<file path="src/rtl/my_block_sched.sv">
// Frame sequencer for one my_block_top: reference search, one bloom pass per
// non-zero reference slot, then a commit strobe. Reports per-frame status.
module my_block_sched #(
    parameter int DIST_WIDTH = 14,
    parameter int REF_MAX    = 3,
    parameter int CNT_WIDTH  = 2,
    parameter int TIMEOUT    = 255,
    parameter int TO_WIDTH   = 8
) (
    input  logic                          clk,
    input  logic                          rst,
    input  logic                          start,
    input  logic                          contains_ref,
    input  logic                          contains_bloom,
    input  logic                          ref_end,
    input  logic                          bloom_end,
    input  logic [REF_MAX*DIST_WIDTH-1:0] ref_dist,
    output logic [1:0]                    mode,
    output logic [DIST_WIDTH-1:0]         distance,
    output logic                          core_end,
    output logic                          busy,
    output logic                          done,
    output logic                          timeout_err,
    output logic [CNT_WIDTH-1:0]          ref_cnt,
    output logic [CNT_WIDTH-1:0]          bloom_cnt
);

    localparam int PTR_W = (REF_MAX > 1) ? $clog2(REF_MAX) : 1;

    localparam logic [2:0] S_IDLE   = 3'd0;
    localparam logic [2:0] S_REF    = 3'd1;
    localparam logic [2:0] S_LATCH  = 3'd2;
    localparam logic [2:0] S_SETTLE = 3'd3;
    localparam logic [2:0] S_BLOOM  = 3'd4;
    localparam logic [2:0] S_COMMIT = 3'd5;
    localparam logic [2:0] S_FINISH = 3'd6;

    logic [2:0]                    state;
    logic [2:0]                    nstate;
    logic                          to_hit;
    logic [TO_WIDTH-1:0]           tcnt;
    logic [PTR_W-1:0]              ptr;
    logic [REF_MAX*DIST_WIDTH-1:0] slot_q;
    logic [REF_MAX-1:0]            in_nz;
    logic [REF_MAX-1:0]            slot_nz;
    logic [PTR_W:0]                first_hit;
    logic [PTR_W:0]                next_hit;
    logic                          pass_expired;

    // Lowest set bit of mask at or above index lo; MSB of the result is "found".
    function automatic logic [PTR_W:0] find_from(input logic [REF_MAX-1:0] mask, input int lo);
        logic [PTR_W:0] r;
        r = '0;
        for (int i = REF_MAX - 1; i >= 0; i--) begin
            if (i >= lo && mask[i]) begin
                r = {1'b1, PTR_W'(i)};
            end
        end
        return r;
    endfunction

    function automatic logic [CNT_WIDTH-1:0] count_nz(input logic [REF_MAX-1:0] mask);
        logic [CNT_WIDTH-1:0] c;
        c = '0;
        for (int i = 0; i < REF_MAX; i++) begin
            if (mask[i]) begin
                c = c + CNT_WIDTH'(1);
            end
        end
        return c;
    endfunction

    function automatic logic [1:0] mode_of(input logic [2:0] s);
        logic [1:0] m;
        m = 2'b00;
        if (s == S_REF) begin
            m = 2'b01;
        end else if (s == S_BLOOM) begin
            m = 2'b10;
        end
        return m;
    endfunction

    always_comb begin
        in_nz   = '0;
        slot_nz = '0;
        for (int i = 0; i < REF_MAX; i++) begin
            in_nz[i]   = |ref_dist[i*DIST_WIDTH +: DIST_WIDTH];
            slot_nz[i] = |slot_q[i*DIST_WIDTH +: DIST_WIDTH];
        end
        first_hit = find_from(in_nz, 0);
        next_hit  = find_from(slot_nz, int'(ptr) + 1);
    end

    // Counter would reach TIMEOUT on this edge; an end strobe on the same edge wins.
    assign pass_expired = (tcnt == TO_WIDTH'(TIMEOUT - 1));

    always_comb begin
        nstate = state;
        to_hit = 1'b0;
        case (state)
            S_IDLE: begin
                if (start) begin
                    nstate = S_REF;
                end
            end
            S_REF: begin
                if (ref_end) begin
                    nstate = contains_ref ? S_LATCH : S_COMMIT;
                end else if (pass_expired) begin
                    nstate = S_IDLE;
                    to_hit = 1'b1;
                end
            end
            S_LATCH: begin
                nstate = first_hit[PTR_W] ? S_BLOOM : S_COMMIT;
            end
            S_BLOOM: begin
                if (bloom_end) begin
                    nstate = next_hit[PTR_W] ? S_SETTLE : S_COMMIT;
                end else if (pass_expired) begin
                    nstate = S_IDLE;
                    to_hit = 1'b1;
                end
            end
            S_SETTLE: nstate = S_BLOOM;
            S_COMMIT: nstate = S_FINISH;
            S_FINISH: nstate = S_IDLE;
            default:  nstate = S_IDLE;
        endcase
    end

    // Outputs are registered from the next state so they line up with it.
    always_ff @(posedge clk) begin
        if (rst) begin
            state       <= S_IDLE;
            mode        <= 2'b00;
            distance    <= '0;
            core_end    <= 1'b0;
            busy        <= 1'b0;
            done        <= 1'b0;
            timeout_err <= 1'b0;
            ref_cnt     <= '0;
            bloom_cnt   <= '0;
            tcnt        <= '0;
            ptr         <= '0;
            slot_q      <= '0;
        end else begin
            state       <= nstate;
            mode        <= mode_of(nstate);
            busy        <= (nstate != S_IDLE);
            core_end    <= (nstate == S_COMMIT);
            done        <= (nstate == S_FINISH);
            timeout_err <= to_hit;

            if ((nstate == S_REF && state != S_REF) || (nstate == S_BLOOM && state != S_BLOOM)) begin
                tcnt <= '0;
            end else if (state == S_REF || state == S_BLOOM) begin
                tcnt <= tcnt + TO_WIDTH'(1);
            end

            case (state)
                S_IDLE: begin
                    if (start) begin
                        ref_cnt   <= '0;
                        bloom_cnt <= '0;
                    end
                end
                S_LATCH: begin
                    slot_q  <= ref_dist;
                    ref_cnt <= count_nz(in_nz);
                    ptr     <= first_hit[PTR_W-1:0];
                    if (first_hit[PTR_W]) begin
                        distance <= ref_dist[int'(first_hit[PTR_W-1:0])*DIST_WIDTH +: DIST_WIDTH];
                    end
                end
                S_BLOOM: begin
                    if (bloom_end) begin
                        if (contains_bloom && bloom_cnt != '1) begin
                            bloom_cnt <= bloom_cnt + CNT_WIDTH'(1);
                        end
                        if (next_hit[PTR_W]) begin
                            ptr <= next_hit[PTR_W-1:0];
                        end
                    end
                end
                S_SETTLE: begin
                    distance <= slot_q[int'(ptr)*DIST_WIDTH +: DIST_WIDTH];
                end
                default: begin
                end
            endcase
        end
    end

endmodule

</file>
<file path="config.mk">
export PLATFORM = sky130hd
export DESIGN_NAME = my_block_sched
export DESIGN_NICKNAME = d
export VERILOG_FILES = /design/src/rtl/my_block_sched.sv
export SDC_FILE = /design/constraint.sdc
export NUM_CORES = 1
export LEC_CHECK = 0
export CORE_ASPECT_RATIO = 0.5
export CORE_MARGIN = 4
export CORE_UTILIZATION = 53
export CTS_BUF_LIST = sky130_fd_sc_hd__clkbuf_8 sky130_fd_sc_hd__clkbuf_16
export DETAILED_ROUTE_END_ITERATION = 12
export GPL_TIMING_DRIVEN = 0
export PLACE_DENSITY = 0.81
export SYNTH_ARGS = -nofsm -noshare
export SYNTH_HDL_FRONTEND = slang
export SYNTH_SLANG_ARGS = --single-unit
</file>
<file path="constraint.sdc">
create_clock -name clk -period 3.5 [get_ports clk]
set_input_delay 0.7 -clock clk [delete_from_list [all_inputs] [get_ports clk]]
set_output_delay 0.7 -clock clk [all_outputs]
set_load 0.05 [all_outputs]
</file>
**Word level (Yosys, flattened, before mapping)**

Index checks and enable logic that the tools add are counted.

- Flip-flop bits (word level): 79
- Bits of input ports: 49
- Output and inout port bits: 24
- Logic and storage cells: 106

- Add/subtract/negate cells: 5
- $mul: 2
- $lt $le $gt $ge: 3
- Equality and inequality tests: 18
- Shift-type cells: 2
- Muxes and demuxes: 37
- Reductions and logical operators: 26

Operators with widths:

| cell | number |
|---|---|
| $reduce_or 14->1 | 6 |
| $shiftx 42x7->14 | 2 |
| $mux 3 | 12 |
| $pmux 14 s2 | 1 |
| $mux 2 | 12 |
| $pmux 3 s6 | 1 |
| $eq 3x3->1 const B | 5 |
| $mux 14 | 1 |
| $pmux 2 s2 | 3 |
| $mul 2x3->5 const B | 2 |
| $ne 2x2->1 const B | 5 |
| $add 8x1->8 const B | 1 |
| $eq 8x8->1 const B | 1 |
| $reduce_bool 2->1 | 4 |
| $add 2x1->2 const B | 3 |
| $eq 3x1->1 const B | 2 |
| $eq 3x2->1 const B | 2 |
| $ge 1x3->1 const A | 2 |
| $logic_and 1x1->1 | 6 |
| $mux 1 | 6 |
| $reduce_and 2->1 | 2 |
| $reduce_and 4->1 | 1 |
| $reduce_or 2->1 | 2 |
| $add 2x1->3 const B | 1 |
| other kinds (9) | 10 |

**Depth between registers and ports, before layout**

- Depth after elaboration: 13
- Depth in mapped cells: 9
- Gate-level depth less buffers: 7

**Worst setup path before layout**

Ideal clock, no wire load.

- Path type: input-to-reg
- Start point: input port ref_dist[0]
- End point: register distance[0]
- Setup time: 0.117 ns
- Arrival time: 2.854 ns
- Required time: 3.383 ns
- Path slack: 0.529 ns
- Stages: 9
- Buffers on the path: 2
- Path through: nor4_4 > nand4_4 > inv_1 > ha_1 > clkbuf_1 > clkbuf_1 > mux2_2 > a211o_1 > a32o_1

- Longest elaborated chain between the ends: 6
- Elaborated cells between the ends (all ways): 8
- Those cells by class: mul: 1; eq/ne: 1; shift: 1; mux: 3; reduce/logical: 2

RTL lines:

| element | line | source |
|---|---|---|
| from (decl) | 17 | `input logic [REF_MAX*DIST_WIDTH-1:0] ref_dist,` |
| $reduce_or 14->1 | 88 | `in_nz[i] = \|ref_dist[i*DIST_WIDTH +: DIST_WIDTH];` |
| $mux 3 | 55 | `if (i >= lo && mask[i]) begin` |
| $mul 2x3->5 | 174 | `distance <= ref_dist[int'(first_hit[PTR_W-1:0])*DIST_WIDTH +: DIST_WIDTH];` |
| $shiftx 42x7->14 | 174 |  |
| $mux 14 | 173 | `if (first_hit[PTR_W]) begin` |
| $pmux 14 s2 | 162 | `case (state)` |
| to (signal assigned) | 174 |  |
| to (signal assigned) | 188 | `distance <= slot_q[int'(ptr)*DIST_WIDTH +: DIST_WIDTH];` |
| to (decl) | 19 | `output logic [DIST_WIDTH-1:0] distance,` |

Parallel ways exist; a longest one is shown, timed or not. The select of a mux whose other input is x is not followed.
A chain may end at the register's enable or synchronous reset.

**Final worst setup path**

- Start point: input port ref_dist[0]
- End point: register distance[1]

- Longest elaborated chain between the ends: 6
- Elaborated cells between the ends (all ways): 8
- Those cells by class: mul: 1; eq/ne: 1; shift: 1; mux: 3; reduce/logical: 2

RTL lines:

| element | line |
|---|---|
| $reduce_or 14->1 * | 88 |
| $mux 3 * | 55 |
| $mul 2x3->5 | 174 |
| $shiftx 42x7->14 | 174 |
| $mux 14 | 173 |
| $pmux 14 s2 | 162 |

Mark *: on every way between the ends. The rest lies on a longest branch, timed or not. The select of a mux whose other input is x is not followed.

==> qor.log <==
INFO  floorplan      design.core.area=0.007322sqmm
INFO  timing         transition_at_the_pin_with_the_smallest_max_transition_slack=873.2ps
INFO  finish         seqCellArea=0.001582sqmm
INFO  pwr            share_seq_of_total_power=0.403
INFO  timing         unrepaired_setup_endpoints_after_global_routing=no
INFO  pwr            static-leakage-power=1.845nW
INFO  detailed_routing vias=3807
INFO  yosys          syn_nets=514
INFO  worst_setup_path timing_worst_setup_path_type=in2reg
INFO  global_route   grt_util_all_layers=0.2691
INFO  pwr            irDropWorstVdd=0.0002753V
INFO  finish         nNetsFinal=596
INFO  clocking       cts_buffers=9
INFO  yosys          avgSynthCellArea=8.696squm
INFO  timing         fin_crit_sh=0.9370
INFO  global_route   overflow=0
INFO  pwr            clock_power_share=0.384
INFO  outcome        run_status=finished, final reports clean
INFO  floorplan      ioPinCount=73
INFO  floorplan      starting_density_of_the_core=0.5451
INFO  clocking       clock_insertion_delay_worst_skew=340ps
INFO  global_route   grt_antenna_before_repair=0
INFO  pwr            power_dissipated_by_switching_net_loads=0.7059mW
INFO  timing         postLayoutSetupSlackWorst=220.6ps
INFO  worst_setup_path setup.worst_path.start_class=input port
INFO  finish         insertedDiodeCount=0
INFO  finish         fillCellCount=584
INFO  place          detailedPlace.worstSlack=-488.1ps
INFO  floorplan      std_cell_rows=22
INFO  floorplan      fp.dieH=69.37um
INFO  yosys          synth.distinct_cells=55
INFO  timing         worst_skew=5.316ps
INFO  detailed_routing post_detailed_routing_wire_length=11610um
INFO  global_route   first_global_vias=3726
INFO  pwr            powerDensity=475.8mW/mm^2
INFO  yosys          synth.ff_latch_count=79
INFO  finish         final_layout_size_suffix_gt1_frac=0.1101
INFO  place          post_dp_cell_area=0.004832sqmm
INFO  finish         stdcell_count=641
INFO  worst_hold_path worst_hold_path_type=reg2reg
INFO  timing         drv_slew=0
INFO  global_route   wire_length_of_the_first_global_routing_pass=19050um
INFO  clocking       clock_tree.buffer_depth=2
INFO  worst_setup_path worst_setup_path_end_kind=register
INFO  clocking       clock_tree_from_tritoncts=built
INFO  detailed_routing ant_nets=0
INFO  place          place.detailed.instances=627
INFO  timing         timing.hold.ws=457.1ps
INFO  detailed_routing avgRoutedWirePerCell=18.10um
INFO  floorplan      dieArea=0.009068sqmm
INFO  clocking       worst_setup_hold_path_clk_slew=60ps
INFO  yosys          synth.yosys.warnings=0
INFO  yosys          synth_simple_gate_area_share=0.2354
INFO  yosys          synth.area.mux_share=0.08245
INFO  timing         setup-tns-final=0ps
INFO  pwr            power_frac_comb=0.214
INFO  floorplan      floorplan.die.width=130.7um
INFO  worst_setup_path arrival_worst_endpoint=3510ps
INFO  pwr            switching_share=0.2892
INFO  place          place.detailed.hpwl=8771um
INFO  finish         multi_input_comb_area=0.002260sqmm
INFO  worst_setup_path worst_ep_required_time=3730ps
INFO  finish         stdcell_area=0.005130sqmm
INFO  yosys          synth-edff-count=0
INFO  finish         area_growth_syn_to_layout=28.53%
INFO  detailed_routing drtPass1Iterations=5
INFO  yosys          synth-main-ff-cell=sky130_fd_sc_hd__dfxtp_1
INFO  job            drv.max_cap_violation_count=0
INFO  yosys          synth_area=0.003991sqmm
INFO  place          finalWeightedCongestion=0.9027
INFO  timing         maxSlewHeadroom=0.4179
INFO  timing         min_period=3279ps
INFO  yosys          synth-adder-area-share=0.01881
INFO  yosys          post_synthesis_share_of_cell_area_spent_on_xor_and_xnor_gates=0.01536
INFO  worst_setup_path critical_path.max_fanout=10
INFO  detailed_routing per_cell_via_count_in_the_routed_design=5.939
INFO  detailed_routing drt_iter0_markers=307
INFO  clocking       tritoncts_num_sinks=79
INFO  yosys          synth-compound-area-share=0.2141
INFO  timing         setup_violating_endpoint_count_in_the_final_report=0
INFO  yosys          synth_async_sr_flop_share=0
INFO  clocking       clockRootBuffer=sky130_fd_sc_hd__clkbuf_16
INFO  clocking       post-cts-setup-buffers=0
INFO  detailed_routing drc=0
INFO  yosys          synth_top_family_by_area=simple AND/OR/NAND/NOR gates
INFO  pwr            power.internal=1.735mW
INFO  timing         timing_hold_violations_final=0
INFO  clocking       cts.htree.levels=3
INFO  timing         fmax=0.3049GHz
INFO  place          buffer_ports.inserted=72
INFO  global_route   grt_start_max_net_pins=13
INFO  yosys          synth.yosys.seq_area_share=0.3962
INFO  yosys          synthCells=459
## state kept, by name, indices dropped and copies added, names as in the netlist, 2 cells and up
| signal | flops |
|---|---|
| distance | 14 |
| slot_q | 42 |
| ref_cnt | 2 |
| state | 3 |
| ptr | 2 |
| tcnt | 8 |
| mode | 2 |
| bloom_cnt | 2 |
## worst max-delay path: stages
cell	delay [ps]
sky130_fd_sc_hd__clkdlybuf4s50_1	500
sky130_fd_sc_hd__nor4_4	390
sky130_fd_sc_hd__nand4_4	260
sky130_fd_sc_hd__inv_1	150
sky130_fd_sc_hd__ha_1	340
sky130_fd_sc_hd__clkbuf_4	320
sky130_fd_sc_hd__mux2_2	350
sky130_fd_sc_hd__a211o_1	230
sky130_fd_sc_hd__a32o_1	250
## cell families after synthesis
| kind of cell | after synthesis |
|---|---|
| AOI/OAI and AO/OA | 129 |
| xor gates and xnor gates | 7 |
| adders and majority gates | 6 |
| buffers and inverters | 35 |
| DFF | 79 |
| muxes | 31 |
| and+or+nand+nor | 172 |
## layout make-up
class,count,share of cell area
plain buffers,30,0.02634
clock buffers,11,0.04927
clock inverters,4,0.008780
inverters,4,0.002927
multi-input cells,345,0.4405
flip-flops and latches,79,0.3083
well taps,96,0.02341
repair buffers,72,0.1405
## power groups by stage
stage / sequential (mW) / clock, mW / combinational [mW]
finish: 0.983 / 0.937 / 0.521
detailed placement: 1.00 / 0 / 0.514
global placement: 0.999 / 0 / 0.508
global route: 0.988 / 0.992 / 0.562
CTS: 0.981 / 0.949 / 0.516
floorplan: 1.05 / 0 / 0.264
## routing by layer
| layer | vias to the layer above | track usage | share of wire |
|---|---|---|---|
| met5 | - | 0 | 0 |
| met1 | 1813 | 0.3593 | 0.44 |
| met4 | 0 | 0.09350 | 0.019 |
| met3 | 21 | 0.07615 | 0.085 |
| met2 | 149 | 0.4167 | 0.45 |
| li1 | 1824 | - | - |
## worst paths after layout
| check | slack, ps | from | cells after the start | to |
|---|---|---|---|---|
| max | 220 | ref_dist[0] | 9 | distance[1] |
| min | 460 | slot_q[2] | 2 | slot_q[2] |
| max reg2reg | 1460 | ptr[1] | 5 | distance[3] |
| min reg2reg | 460 | slot_q[2] | 2 | slot_q[2] |
## synth_stat cells, drive strengths merged, types with 2 or more instances
master | number | share of area
a211o | 15 | 0.033
a211oi | 5 | 0.011
a21o | 3 | 0.0056
a21oi | 65 | 0.082
a32o | 14 | 0.035
and2 | 3 | 0.0047
buf | 11 | 0.015
clkbuf | 20 | 0.019
dfxtp | 79 | 0.40
ha | 6 | 0.019
inv | 4 | 0.0038
mux2 | 15 | 0.042
mux2i | 16 | 0.040
nand2 | 94 | 0.090
nand3 | 3 | 0.0038
nand4 | 7 | 0.020
nor2 | 26 | 0.025
nor2b | 4 | 0.0063
nor3 | 2 | 0.0038
nor3b | 4 | 0.0088
nor4 | 15 | 0.046
nor4b | 3 | 0.0066
o21ai | 17 | 0.021
o41ai | 2 | 0.011
or2 | 2 | 0.0031
or3 | 2 | 0.0031
xnor2 | 2 | 0.0044
xor2 | 5 | 0.011
## stage by stage
stage               power, mW  utilization
detailed placement      1.514       0.6599
CTS                     2.446       0.7008
global placement        1.507       0.6599
floorplan               1.317            -
finish                  2.441       0.7006
global route            2.541       0.7006
## layout by cell type, fill, tap and decap left out, drive strengths merged, types with 4 or more instances in the layout
cell	instances
xor2	5
nor2b	4
mux2i	16
nand2	94
inv	4
mux2	15
o21ai	17
dfxtp	79
nor3b	4
ha	6
a211oi	5
nor4	15
nand4	7
a21oi	65
buf	11
clkbuf	30
a32o	14
a211o	15
clkdlybuf4s50	72
nor2	26
## what timing repair did
action	4_1_cts	5_1_grt
cloned	0	0
endpoints found under the setup margin	9	9
gates resized for setup	1	2
hold buffers	0	0
Power figures use the tool's default switching activity.
